<file path="config.mk">
export PLATFORM = sky130hd
export DESIGN_NAME = irrigation_sequencer_flat
export DESIGN_NICKNAME = d
export VERILOG_FILES = /design/src/rtl/irrigation_sequencer_if.sv /design/src/rtl/irrigation_sequencer.sv /design/src/flat_wrapper.sv
export SDC_FILE = /design/constraint.sdc
export NUM_CORES = 1
export LEC_CHECK = 0
export BUFFER_PORTS_ARGS = -buffer_cell sky130_fd_sc_hd__buf_2
export CAP_MARGIN = 0
export CORE_ASPECT_RATIO = 2
export CORE_MARGIN = 5
export CORE_UTILIZATION = 53
export DETAILED_ROUTE_END_ITERATION = 8
export GPL_TIMING_DRIVEN = 0
export PLACE_DENSITY = 0.77
export SLEW_MARGIN = 15
export SYNTH_ARGS = -nofsm -noshare
export SYNTH_HDL_FRONTEND = slang
export SYNTH_SLANG_ARGS = --single-unit
</file>
<file path="constraint.sdc">
create_clock -name clock -period 6.2 [get_ports clock]
set_input_delay 1.24 -clock clock [delete_from_list [all_inputs] [get_ports clock]]
set_output_delay 1.24 -clock clock [all_outputs]
set_load 0.005 [all_outputs]
</file>
<file path="src/rtl/irrigation_sequencer_if.sv">
// Sensor, command and actuator signals of the irrigation sequencer.
// The controller side uses the slave modport; the environment uses master.
interface irrigation_sequencer_if;
  logic       tick;
  logic       low_water_level;
  logic       mid_water_level;
  logic       high_water_level;
  logic       earth_humidity;
  logic       air_humidity;
  logic       low_temperature;
  logic       start_request;
  logic       abort;
  logic       splinker_bomb;
  logic       dripper_valvule;
  logic       water_supply_valvule;
  logic       alarm;
  logic       busy;
  logic [2:0] state;
  logic [9:0] remaining;

  modport master (
    output tick, low_water_level, mid_water_level, high_water_level,
           earth_humidity, air_humidity, low_temperature, start_request, abort,
    input  splinker_bomb, dripper_valvule, water_supply_valvule, alarm, busy,
           state, remaining
  );

  modport slave (
    input  tick, low_water_level, mid_water_level, high_water_level,
           earth_humidity, air_humidity, low_temperature, start_request, abort,
    output splinker_bomb, dripper_valvule, water_supply_valvule, alarm, busy,
           state, remaining
  );
endinterface

</file>
<file path="src/rtl/irrigation_sequencer.sv">
// Tank-fed irrigation controller: settle, irrigate (sprinkler or dripper),
// refill and hold-off phases timed in ticks, with level-sensor fault detection.
module irrigation_sequencer #(
  parameter int SETTLE_TIME     = 3,
  parameter int IRRIGATION_TIME = 300,
  parameter int HOLDOFF_TIME    = 10,
  parameter int REFILL_TIMEOUT  = 120
) (
  input logic             clock,
  input logic             reset_n,
  irrigation_sequencer_if.slave bus
);

  typedef enum logic [2:0] {
    IDLE     = 3'd0,
    SETTLE   = 3'd1,
    IRRIGATE = 3'd2,
    REFILL   = 3'd3,
    HOLDOFF  = 3'd4,
    FAULT    = 3'd5
  } state_t;

  localparam logic [9:0] SETTLE_LOAD   = 10'(SETTLE_TIME);
  localparam logic [9:0] IRRIGATE_LOAD = 10'(IRRIGATION_TIME);
  localparam logic [9:0] HOLDOFF_LOAD  = 10'(HOLDOFF_TIME);
  localparam logic [9:0] REFILL_LOAD   = 10'(REFILL_TIMEOUT);

  state_t     state_reg, state_next;
  logic [9:0] remaining_reg, remaining_next;
  logic       sprinkler_reg, sprinkler_next;
  logic       splinker_reg, dripper_reg, supply_reg, alarm_reg, busy_reg;
  logic       conflict, expired;

  // Any upper sensor wet while a lower one is dry means a broken sensor.
  assign conflict = (bus.high_water_level & ~bus.mid_water_level) |
                    (bus.mid_water_level  & ~bus.low_water_level) |
                    (bus.high_water_level & ~bus.low_water_level);
  assign expired  = bus.tick & (remaining_reg == 10'd1);

  always_comb begin
    state_next     = state_reg;
    remaining_next = remaining_reg;
    sprinkler_next = sprinkler_reg;
    if (bus.tick && remaining_reg != 10'd0)
      remaining_next = remaining_reg - 10'd1;

    case (state_reg)
      IDLE: begin
        if (conflict)                                   state_next = FAULT;
        else if (!bus.low_water_level)                  state_next = REFILL;
        else if (!bus.earth_humidity || bus.start_request) state_next = SETTLE;
      end
      SETTLE: begin
        if (conflict)                    state_next = FAULT;
        else if (bus.abort)              state_next = IDLE;
        else if (expired)                state_next = bus.low_water_level ? IRRIGATE : REFILL;
      end
      IRRIGATE: begin
        if (conflict)                    state_next = FAULT;
        else if (bus.abort)              state_next = HOLDOFF;
        else if (!bus.low_water_level)   state_next = REFILL;
        else if (bus.earth_humidity || expired) state_next = HOLDOFF;
      end
      REFILL: begin
        if (conflict)                    state_next = FAULT;
        else if (bus.abort)              state_next = IDLE;
        else if (bus.high_water_level)   state_next = IDLE;
        else if (expired)                state_next = FAULT;
      end
      HOLDOFF: begin
        if (conflict)                    state_next = FAULT;
        else if (expired)                state_next = IDLE;
      end
      FAULT: begin
        if (bus.abort && !conflict)      state_next = IDLE;
      end
      default:                           state_next = FAULT;
    endcase

    // Entering a state loads its timer, overriding any decrement this edge.
    if (state_next != state_reg) begin
      case (state_next)
        SETTLE:   remaining_next = SETTLE_LOAD;
        IRRIGATE: begin
          remaining_next = IRRIGATE_LOAD;
          sprinkler_next = bus.mid_water_level & ~bus.air_humidity & ~bus.low_temperature;
        end
        REFILL:   remaining_next = REFILL_LOAD;
        HOLDOFF:  remaining_next = HOLDOFF_LOAD;
        default:  remaining_next = 10'd0;
      endcase
    end
    if (state_next == IDLE || state_next == FAULT)
      remaining_next = 10'd0;
  end

  always_ff @(posedge clock or negedge reset_n) begin
    if (!reset_n) begin
      state_reg     <= IDLE;
      remaining_reg <= 10'd0;
      sprinkler_reg <= 1'b0;
      splinker_reg  <= 1'b0;
      dripper_reg   <= 1'b0;
      supply_reg    <= 1'b0;
      alarm_reg     <= 1'b0;
      busy_reg      <= 1'b0;
    end else begin
      state_reg     <= state_next;
      remaining_reg <= remaining_next;
      sprinkler_reg <= sprinkler_next;
      splinker_reg  <= (state_next == IRRIGATE) &  sprinkler_next;
      dripper_reg   <= (state_next == IRRIGATE) & ~sprinkler_next;
      supply_reg    <= (state_next == REFILL);
      alarm_reg     <= (state_next == FAULT) | ~bus.mid_water_level;
      busy_reg      <= (state_next == SETTLE) | (state_next == IRRIGATE) |
                       (state_next == REFILL);
    end
  end

  assign bus.state                = state_reg;
  assign bus.remaining            = remaining_reg;
  assign bus.splinker_bomb        = splinker_reg;
  assign bus.dripper_valvule      = dripper_reg;
  assign bus.water_supply_valvule = supply_reg;
  assign bus.alarm                = alarm_reg;
  assign bus.busy                 = busy_reg;

endmodule

</file>
<file path="src/flat_wrapper.sv">
// flat-port wrapper written by rule: the top's interface ports become plain ports
module irrigation_sequencer_flat 
#(
  parameter int SETTLE_TIME     = 3,
  parameter int IRRIGATION_TIME = 300,
  parameter int HOLDOFF_TIME    = 10,
  parameter int REFILL_TIMEOUT  = 120
)
  (clock, reset_n, bus_tick, bus_low_water_level, bus_mid_water_level, bus_high_water_level, bus_earth_humidity, bus_air_humidity, bus_low_temperature, bus_start_request, bus_abort, bus_splinker_bomb, bus_dripper_valvule, bus_water_supply_valvule, bus_alarm, bus_busy, bus_state, bus_remaining);
  irrigation_sequencer_if bus_i ();
  input logic clock;
  input logic reset_n;
  input wire logic [$bits(bus_i.tick)-1:0] bus_tick;
  input wire logic [$bits(bus_i.low_water_level)-1:0] bus_low_water_level;
  input wire logic [$bits(bus_i.mid_water_level)-1:0] bus_mid_water_level;
  input wire logic [$bits(bus_i.high_water_level)-1:0] bus_high_water_level;
  input wire logic [$bits(bus_i.earth_humidity)-1:0] bus_earth_humidity;
  input wire logic [$bits(bus_i.air_humidity)-1:0] bus_air_humidity;
  input wire logic [$bits(bus_i.low_temperature)-1:0] bus_low_temperature;
  input wire logic [$bits(bus_i.start_request)-1:0] bus_start_request;
  input wire logic [$bits(bus_i.abort)-1:0] bus_abort;
  output wire logic [$bits(bus_i.splinker_bomb)-1:0] bus_splinker_bomb;
  output wire logic [$bits(bus_i.dripper_valvule)-1:0] bus_dripper_valvule;
  output wire logic [$bits(bus_i.water_supply_valvule)-1:0] bus_water_supply_valvule;
  output wire logic [$bits(bus_i.alarm)-1:0] bus_alarm;
  output wire logic [$bits(bus_i.busy)-1:0] bus_busy;
  output wire logic [$bits(bus_i.state)-1:0] bus_state;
  output wire logic [$bits(bus_i.remaining)-1:0] bus_remaining;
  assign bus_i.tick = bus_tick;
  assign bus_i.low_water_level = bus_low_water_level;
  assign bus_i.mid_water_level = bus_mid_water_level;
  assign bus_i.high_water_level = bus_high_water_level;
  assign bus_i.earth_humidity = bus_earth_humidity;
  assign bus_i.air_humidity = bus_air_humidity;
  assign bus_i.low_temperature = bus_low_temperature;
  assign bus_i.start_request = bus_start_request;
  assign bus_i.abort = bus_abort;
  assign bus_splinker_bomb = bus_i.splinker_bomb;
  assign bus_dripper_valvule = bus_i.dripper_valvule;
  assign bus_water_supply_valvule = bus_i.water_supply_valvule;
  assign bus_alarm = bus_i.alarm;
  assign bus_busy = bus_i.busy;
  assign bus_state = bus_i.state;
  assign bus_remaining = bus_i.remaining;
  irrigation_sequencer #(.SETTLE_TIME(SETTLE_TIME), .IRRIGATION_TIME(IRRIGATION_TIME), .HOLDOFF_TIME(HOLDOFF_TIME), .REFILL_TIMEOUT(REFILL_TIMEOUT)) u_core (.clock(clock), .reset_n(reset_n), .bus(bus_i));
endmodule
</file>
# == Word-level counts from Yosys, hierarchy flattened ==
# Cells that the tools add are included.
# totals
romBits,0
out_inout_bits,18
word_cells,75
inputBits,11
ram_bits,0
reg_bits,19
memories,0
latchBits,0
# classes
multipliers,0
mux,25
shift,0
bitwise,18
reduce_logical,11
n_eq_ne,12
n_lt_le_gt_ge,0
div,0
add_sub_neg,1
# op_table
operator,n
$mux 3,17
$pmux 9 s4,1
$mux 10,3
$pmux 3 s6,1
$eq 3x2->1 const B,4
$eq 3x3->1 const B,4
$eq 10x1->1 const B,1
$reduce_bool 10->1,1
$sub 10x1->10 const B,1
$and 1x1->1,8
$eq 3x1->1 const B,2
$logic_not 3->1,2
$not 1->1,5
$or 1x1->1,5
$logic_or 1x1->1,3
$mux 1,3
$ne 3x3->1,1
$reduce_bool 3->1,1
$logic_and 1x1->1,2
$logic_not 1->1,2

# == Longest topological paths before layout ==
# Gate-level depths: netlist of run 1.
# depth
ltp_word,13
depth_mapped,9
ltp_nobuf,9

# == Worst setup path after synthesis of run 1 ==
# Ideal clock, no wire load.
# synth_path
kind,input -> register
from,input bus_abort
to,"register u_core.remaining_reg[6], in the netlist u_core.bus.remaining[6]"
t_required_ps,6121
setup_time_ps,79
t_arrival_ps,3111
cell_stages,7
slack_ps,3010
n_path_buf,1
path_cell_list,clkbuf_1 -> nand2b_1 -> a2111oi_0 -> a21o_1 -> o211ai_2 -> nor3_1 -> mux2i_1
# synth_via
elab_chain_cells,7
elab_cells_between_ends,21
# synth_rtl
item,line_no,rtl
from (decl),flat_wrapper.sv:21,input wire logic [$bits(bus_i.abort)-1:0] bus_abort;
$mux 3 (tied with other cells),irrigation_sequencer.sv:66,else if (bus.abort) state_next = IDLE;
"$mux 3, on equally long branches",n/a,
$pmux 3 s6 *,irrigation_sequencer.sv:47,case (state_reg)
$eq 3x3->1 (tied with other cells),irrigation_sequencer.sv:82,case (state_next)
$pmux 9 s4,irrigation_sequencer.sv:82,
$mux 10,irrigation_sequencer.sv:81,if (state_next != state_reg) begin
$mux 10,irrigation_sequencer.sv:93,if (state_next == IDLE || state_next == FAULT)
to (signal assigned),irrigation_sequencer.sv:109,remaining_reg <= remaining_next;
to (decl),irrigation_sequencer.sv:29,"logic [9:0] remaining_reg, remaining_next;"
# Every way passes the cells marked *; elsewhere a longest branch is shown, timed or not.
# A chain may end at the register's enable or synchronous reset.

# == Final worst setup path of run 1 ==
# Ends and elaborated chain as after synthesis.

==> key figures, run 1 <==
STA
  • Slew Viols, Final: 0
  • # setup viols final: 0
  • Final period utilization: 58.8%
  • Fin. Hold Viols: 0
  • RSZ-0062 raised after global routing: no
  • Post-route clock skew: 0.00176 ns
  • Crit path time final: 3.64 ns
  • Setup_tns: 0 ns
  • Worst slew pin tran: 0.977 ns
  • Fmax: 0.275 GHz
  • Slew headroom: 34.3%

Synth
  • Synth Cell Area: 0.00143 mm2
  • Area contributors post-synth: dfrtp_1 33%, a211oi_1 3.1%, xnor2_1 3.1%
  • Syn. warnings: 0
  • Yosys top cell by area: dfrtp_1
  • Gate Count Post-Synth: 159
  • Most used flip-flop cell after synthesis: dfrtp_1
  • Post-synth EDFFs: 0
  • Netlist cell types: 57
  • Register area share after synthesis: 33.2%
  • Count leader, synth: dfrtp_1
  • Synth Net Count: 173
  • Syn Area/Cell: 8.99 um2
  • Post-synth top cells: 19 x dfrtp_1, 7 x nand2_1, 7 x nor3_1
  • #FFs+latches synth: 19
  • Fraction of registers with async set/reset: 100%
  • Top-area cell type share of the netlist area: 33.2%

Clocking
  • Later-pin clock latency in the skew report: 0.25 ns
  • Maximum clock path buffer count: 2
  • Worst-path clk slew: 0.07 ns
  • CTS buffer count: 3
  • TritonCTS clock tree: done
  • Hold buffer count at CTS: 0
  • Resize count post-CTS: 0
  • H-tree levels: 1
  • CTS root buffer: clkbuf_8
  • CTS sink cnt: 19
  • Post-CTS Setup Inserts: 0

Final layout
  • Layout cell share with drive strength beyond 1: 22.6%
  • Inserted Diodes: 0
  • Final net count: 205
  • Max FFs per register: 10
  • Area Overhead vs Synth: 15.1%
  • Final Non-Filler Cells: 218

Critical path
  • Crit path max fanout: 9
  • Critical Path Start Type: primary input
  • CP max stage cell: a2111oi_0
  • Crit Path Class: in -> reg
  • Crit. End Element: flop
  • Crit path arrival time: 3.82 ns
  • Worst Path Required: 6.38 ns
  • Critical Path Max Stage Delay: 0.78 ns
  • Crit-path cells: clkbuf_1 > nand2b_1 > a2111oi_0 > a21o_1 > o211ai_2 > nor3_1 > mux2i_1

GRT
  • First-pass GRT wire length: 6890 um
  • Initial antenna violation count: 0
  • Vias in the first global route: 1545
  • Largest net degree at the start of global routing: 20
  • Tot GR Track Use: 23.7%
  • GRT Residual Overflow: 0

Floorplanning
  • Num rows: 26
  • Die W: 46.7 um
  • Die ar.: 0.00390 mm2
  • Die height: 83.5 um
  • Starting Density: 55.6%
  • I/O Pins: 29
  • Core area: 0.00257 mm2

Hold path
  • Worst Hold Class: reg -> reg

Route
  • DR WL/cell: 19.4 um
  • WL final: 4240 um
  • Via Count: 1460
  • Vias per cell: 6.70
  • Iter 0 DRT Violations: 38
  • First-pass DRT Iterations: 4
  • Drt drc: 0
  • Number of nets with antenna violations after routing: 0

Power
  • Leak Pwr: 0.747 nW
  • Max VDD drop: 0.000275 V
  • Power density over the cells: 297 mW/mm2

Run status
  • Run status: finished, final reports clean

Job
  • Max Cap Viol: 0

Place
  • PortBufs: 27
  • GP Congestion: 0.924
  • Post-DP HPWL: 3360 um
  • Cells after DPL: 214
[cell families after synthesis]
logic type,after synthesis,synth area share [%]
AND/OR/NAND/NOR,59,24.3
AO/OA/AOI/OAI,55,30.1
flip-flops,19,33.2
buffers and inverters,14,3.94
XOR/XNOR,7,4.29
adder cells (fa/ha/maj),3,2.62
multiplexers,2,1.49
[final timing paths]
check / startpoint / end / slack, ns / cells past startpoint
worst max-delay path: bus_abort / u_core.bus.remaining[6] / 2.56 / 7
worst min-delay path: u_core.sprinkler_reg / u_core.sprinkler_reg / 0.54 / 1
worst max register to register: u_core.bus.remaining[2] / u_core.bus.remaining[8] / 3.28 / 7
worst min register to register: u_core.sprinkler_reg / u_core.sprinkler_reg / 0.54 / 1
max in group asynchronous: reset_n / u_core.bus.remaining[7] / 4.98 / 1
min in group asynchronous: reset_n / u_core.bus.remaining[3] / 0.92 / 1
[critical path, delay by kind of cell]
kind	cells	cell delay [ns]
and+or+nand+nor	2	0.90
muxes	1	0.27
AOI/OAI and AO/OA	3	1.22
buffers and inverters	1	0.19
[layer usage]
| metal | track usage (%) | part of all wire [%] |
|---|---|---|
| met2 | 42.3 | 56 |
| met1 | 23.0 | 34 |
| met5 | 0 | 0 |
| met3 | 1.94 | 3.9 |
| met4 | 16.4 | 6.2 |
[final cells by class]
type,instances,area (um2)
fill,229,923
buffer,7,30.0
clock buffer,3,41.3
timing repair buffer,27,135
inverter,7,26.3
sequential,19,475
clock inverter,1,5.00
tap,28,35.0
multi-input combinational,126,898
[where the power goes]
group	switching, W	internal, W	total, W
Clock	0.0000425	0.0000446	0.0000871
Sequential	0.0000198	0.000141	0.000160
Combinational	0.000147	0.0000950	0.000242
[placed cells by master, fill, tap and decap left out, types with 2 or more instances in the layout]
cell,instances
buf_2,27
dfrtp_1,19
nand2_1,7
nor3_1,7
inv_1,6
nor4_1,6
o21ai_0,6
a211oi_1,6
nor2_1,5
nor2b_1,5
clkbuf_1,5
a21oi_1,5
o31ai_1,5
xnor2_1,5
nand2b_1,4
or3_1,4
a221oi_1,4
nand3_1,4
or2_2,3
ha_1,3
clkbuf_8,3
and2_1,2
or4_1,2
a211oi_2,2
o32ai_1,2
o21a_1,2
a211o_1,2
a21o_1,2
and3_1,2
o21ai_1,2
o211a_1,2
nand4_1,2
xor2_1,2
[through the flow]
step / utilization [%] / setup slack, ns / power, W / cell area, um2 / hold WS, ns
floorplan: - / 3.01 / 0.000326 / 1430 / 0.479
global placement: 62.3 / 2.55 / 0.000388 / 1600 / 0.506
detailed placement: 62.3 / 2.39 / 0.000399 / 1600 / 0.521
CTS: 64.1 / 2.65 / 0.000487 / 1650 / 0.538
global route: 64.1 / 2.46 / 0.000519 / 1650 / 0.567
finish: 64.1 / 2.56 / 0.000490 / 1650 / 0.539
No activity file was read; power rests on OpenSTA's default activity.
==> run 2: changes to the inputs <==
Settings changed: CORE_UTILIZATION 53 to 49, PLACE_DENSITY 0.77 to 0.75.
Clock period 6.2 ns to 3.2 ns, I/O delays scaled along.
==> key figures, run 2 (same netlist as run 1, synthesis figures left out) <==
Run status
  • Run status: finished, final reports clean

Clocking
  • Maximum clock path buffer count: 2
  • CTS sink cnt: 19
  • Post-CTS Setup Inserts: 0
  • Resize count post-CTS: 0
  • CTS root buffer: clkbuf_8
  • Worst-path clk slew: 0.07 ns
  • CTS buffer count: 3
  • H-tree levels: 1
  • Hold buffer count at CTS: 0
  • TritonCTS clock tree: done
  • Later-pin clock latency in the skew report: 0.26 ns

GRT
  • Largest net degree at the start of global routing: 20
  • Initial antenna violation count: 0
  • Vias in the first global route: 1484
  • Tot GR Track Use: 21.6%
  • GRT Residual Overflow: 0
  • First-pass GRT wire length: 6640 um

Place
  • PortBufs: 27
  • Post-DP Area: 0.00160 mm2
  • GP Congestion: 0.930
  • Post-DP HPWL: 3190 um

Power
  • Leak Pwr: 0.747 nW
  • Comb power frac: 48.7%
  • P_int: 0.000543 W
  • Share of total power in the clock network: 18.0%
  • Power density over the cells: 566 mW/mm2
  • Net switching component of the power: 0.000390 W
  • Net switching fraction of the power: 41.8%
  • Max VDD drop: 0.000364 V
  • Sequential share of power: 33.3%

Route
  • Vias per cell: 6.69
  • DR WL/cell: 18.5 um
  • Iter 0 DRT Violations: 52
  • First-pass DRT Iterations: 5
  • Via Count: 1466
  • Drt drc: 0
  • Number of nets with antenna violations after routing: 0
  • WL final: 4060 um

STA
  • Slew headroom: 37.6%
  • Crit path time final: 2.98 ns
  • Setup_tns: 0 ns
  • Hold Worst Slack: 0.309 ns
  • Slew Viols, Final: 0
  • RSZ-0062 raised after global routing: no
  • # setup viols final: 0
  • Worst slew pin tran: 0.912 ns
  • Post-route clock skew: 0.00656 ns
  • Fmax: 0.335 GHz
  • Final period utilization: 93.2%
  • Fin. Hold Viols: 0

Critical path
  • Crit Path Class: in -> reg
  • Reg2reg path depth: 7
  • Launching point of the worst reg2reg path: u_core.bus.remaining[2]
  • Crit. End Element: flop
  • Crit path arrival time: 3.16 ns
  • Critical Path Start Type: primary input
  • Reg2Reg Setup Slack: 0.30 ns
  • Crit path max fanout: 9
  • RR Endpoint: u_core.bus.remaining[2]
  • Worst Path Required: 3.38 ns
  • Crit path to: u_core.bus.remaining[6]
  • Crit path launch: bus_abort

Floorplanning
  • Num rows: 27
  • Die W: 48.2 um
  • I/O Pins: 29
  • Die ar.: 0.00416 mm2
  • Core area: 0.00277 mm2
  • Starting Density: 51.6%
  • Die height: 86.4 um

Final layout
  • Layout cell share with drive strength beyond 1: 22.6%
  • Final net count: 205
  • Area Overhead vs Synth: 15.2%
  • FF/Latch Area: 475 um2
  • Inserted Diodes: 0
  • Multi-input gate area: 898 um2
  • Most frequent cells in the layout: 27 x buf_2, 19 x dfrtp_1, 7 x nand2_1, 7 x nor3_1
  • Max FFs per register: 10
  • Most common cell after layout, fill and taps aside: buf_2
  • Final Cell Area: 0.00165 mm2
  • Filler cells: 270

Hold path
  • Worst Hold Class: in -> async

Job
  • Max Cap Viol: 0
## run 2: cell counts in the layout (fill, tap and decap cells not counted)
No cell type changed its count.
## run 2: cell type report
type                            count  share of cell area [%]
Inverter                            7                    1.59
Clock buffer                        3                    2.51
Clock inverter                      1                   0.304
Tap cell                           29                    2.20
Timing Repair Buffer               27                    8.20
Sequential cell                    19                    28.9
Buffer                              7                    1.82
Multi-Input combinational cell    126                    54.5
## run 2: worst min-delay path by stage
stage                                    start                      end  depth (start not counted)
after detailed placement  u_core.sprinkler_reg     u_core.sprinkler_reg                          1
after global routing                   reset_n  u_core.bus.remaining[1]                          1
final                                  reset_n  u_core.bus.remaining[1]                          1
after CTS                              reset_n  u_core.bus.remaining[1]                          1
after global placement    u_core.sprinkler_reg     u_core.sprinkler_reg                          1
after floorplan                        reset_n         u_core.bus.alarm                          0
## run 2: through the flow
| step | total power (W) | setup WS (ns) | utilization [%] | cells |
|---|---|---|---|---|
| finish | 0.000933 | 0.219 | 59.5 | 219 |
| global route | 0.000997 | 0.0866 | 59.5 | 219 |
| CTS | 0.000930 | 0.292 | 59.5 | 219 |
| detailed placement | 0.000761 | 0.0305 | 57.8 | 215 |
| global placement | 0.000747 | 0.186 | 57.8 | 215 |
| floorplan | 0.000631 | 0.610 | - | 159 |
## run 2: power groups by stage
| stage | combinational [W] | sequential [W] | clock [W] |
|---|---|---|---|
| 2_1_floorplan | 0.000320 | 0.000311 | 0 |
| 3_3_place_gp | 0.000434 | 0.000313 | 0 |
| 3_5_place_dp | 0.000448 | 0.000313 | 0 |
| 4_1_cts | 0.000451 | 0.000310 | 0.000170 |
| 5_1_grt | 0.000496 | 0.000317 | 0.000184 |
| 6_report | 0.000455 | 0.000311 | 0.000168 |
## run 2: per-layer routing
metal,share of wire [%],GRT usage [%],routed length (um)
met3,4.7,3.33,190
met4,4.6,12.0,187
met2,56,37.7,2260
met1,35,22.4,1420
met5,0,0,0
## run 2: critical path, stage by stage
cell and delay (ns):
clkbuf_1 0.18, nand2b_1 0.24, a2111oi_0 0.83, a21o_1 0.25
o211ai_2 0.15, nor3_1 0.61, mux2i_1 0.27
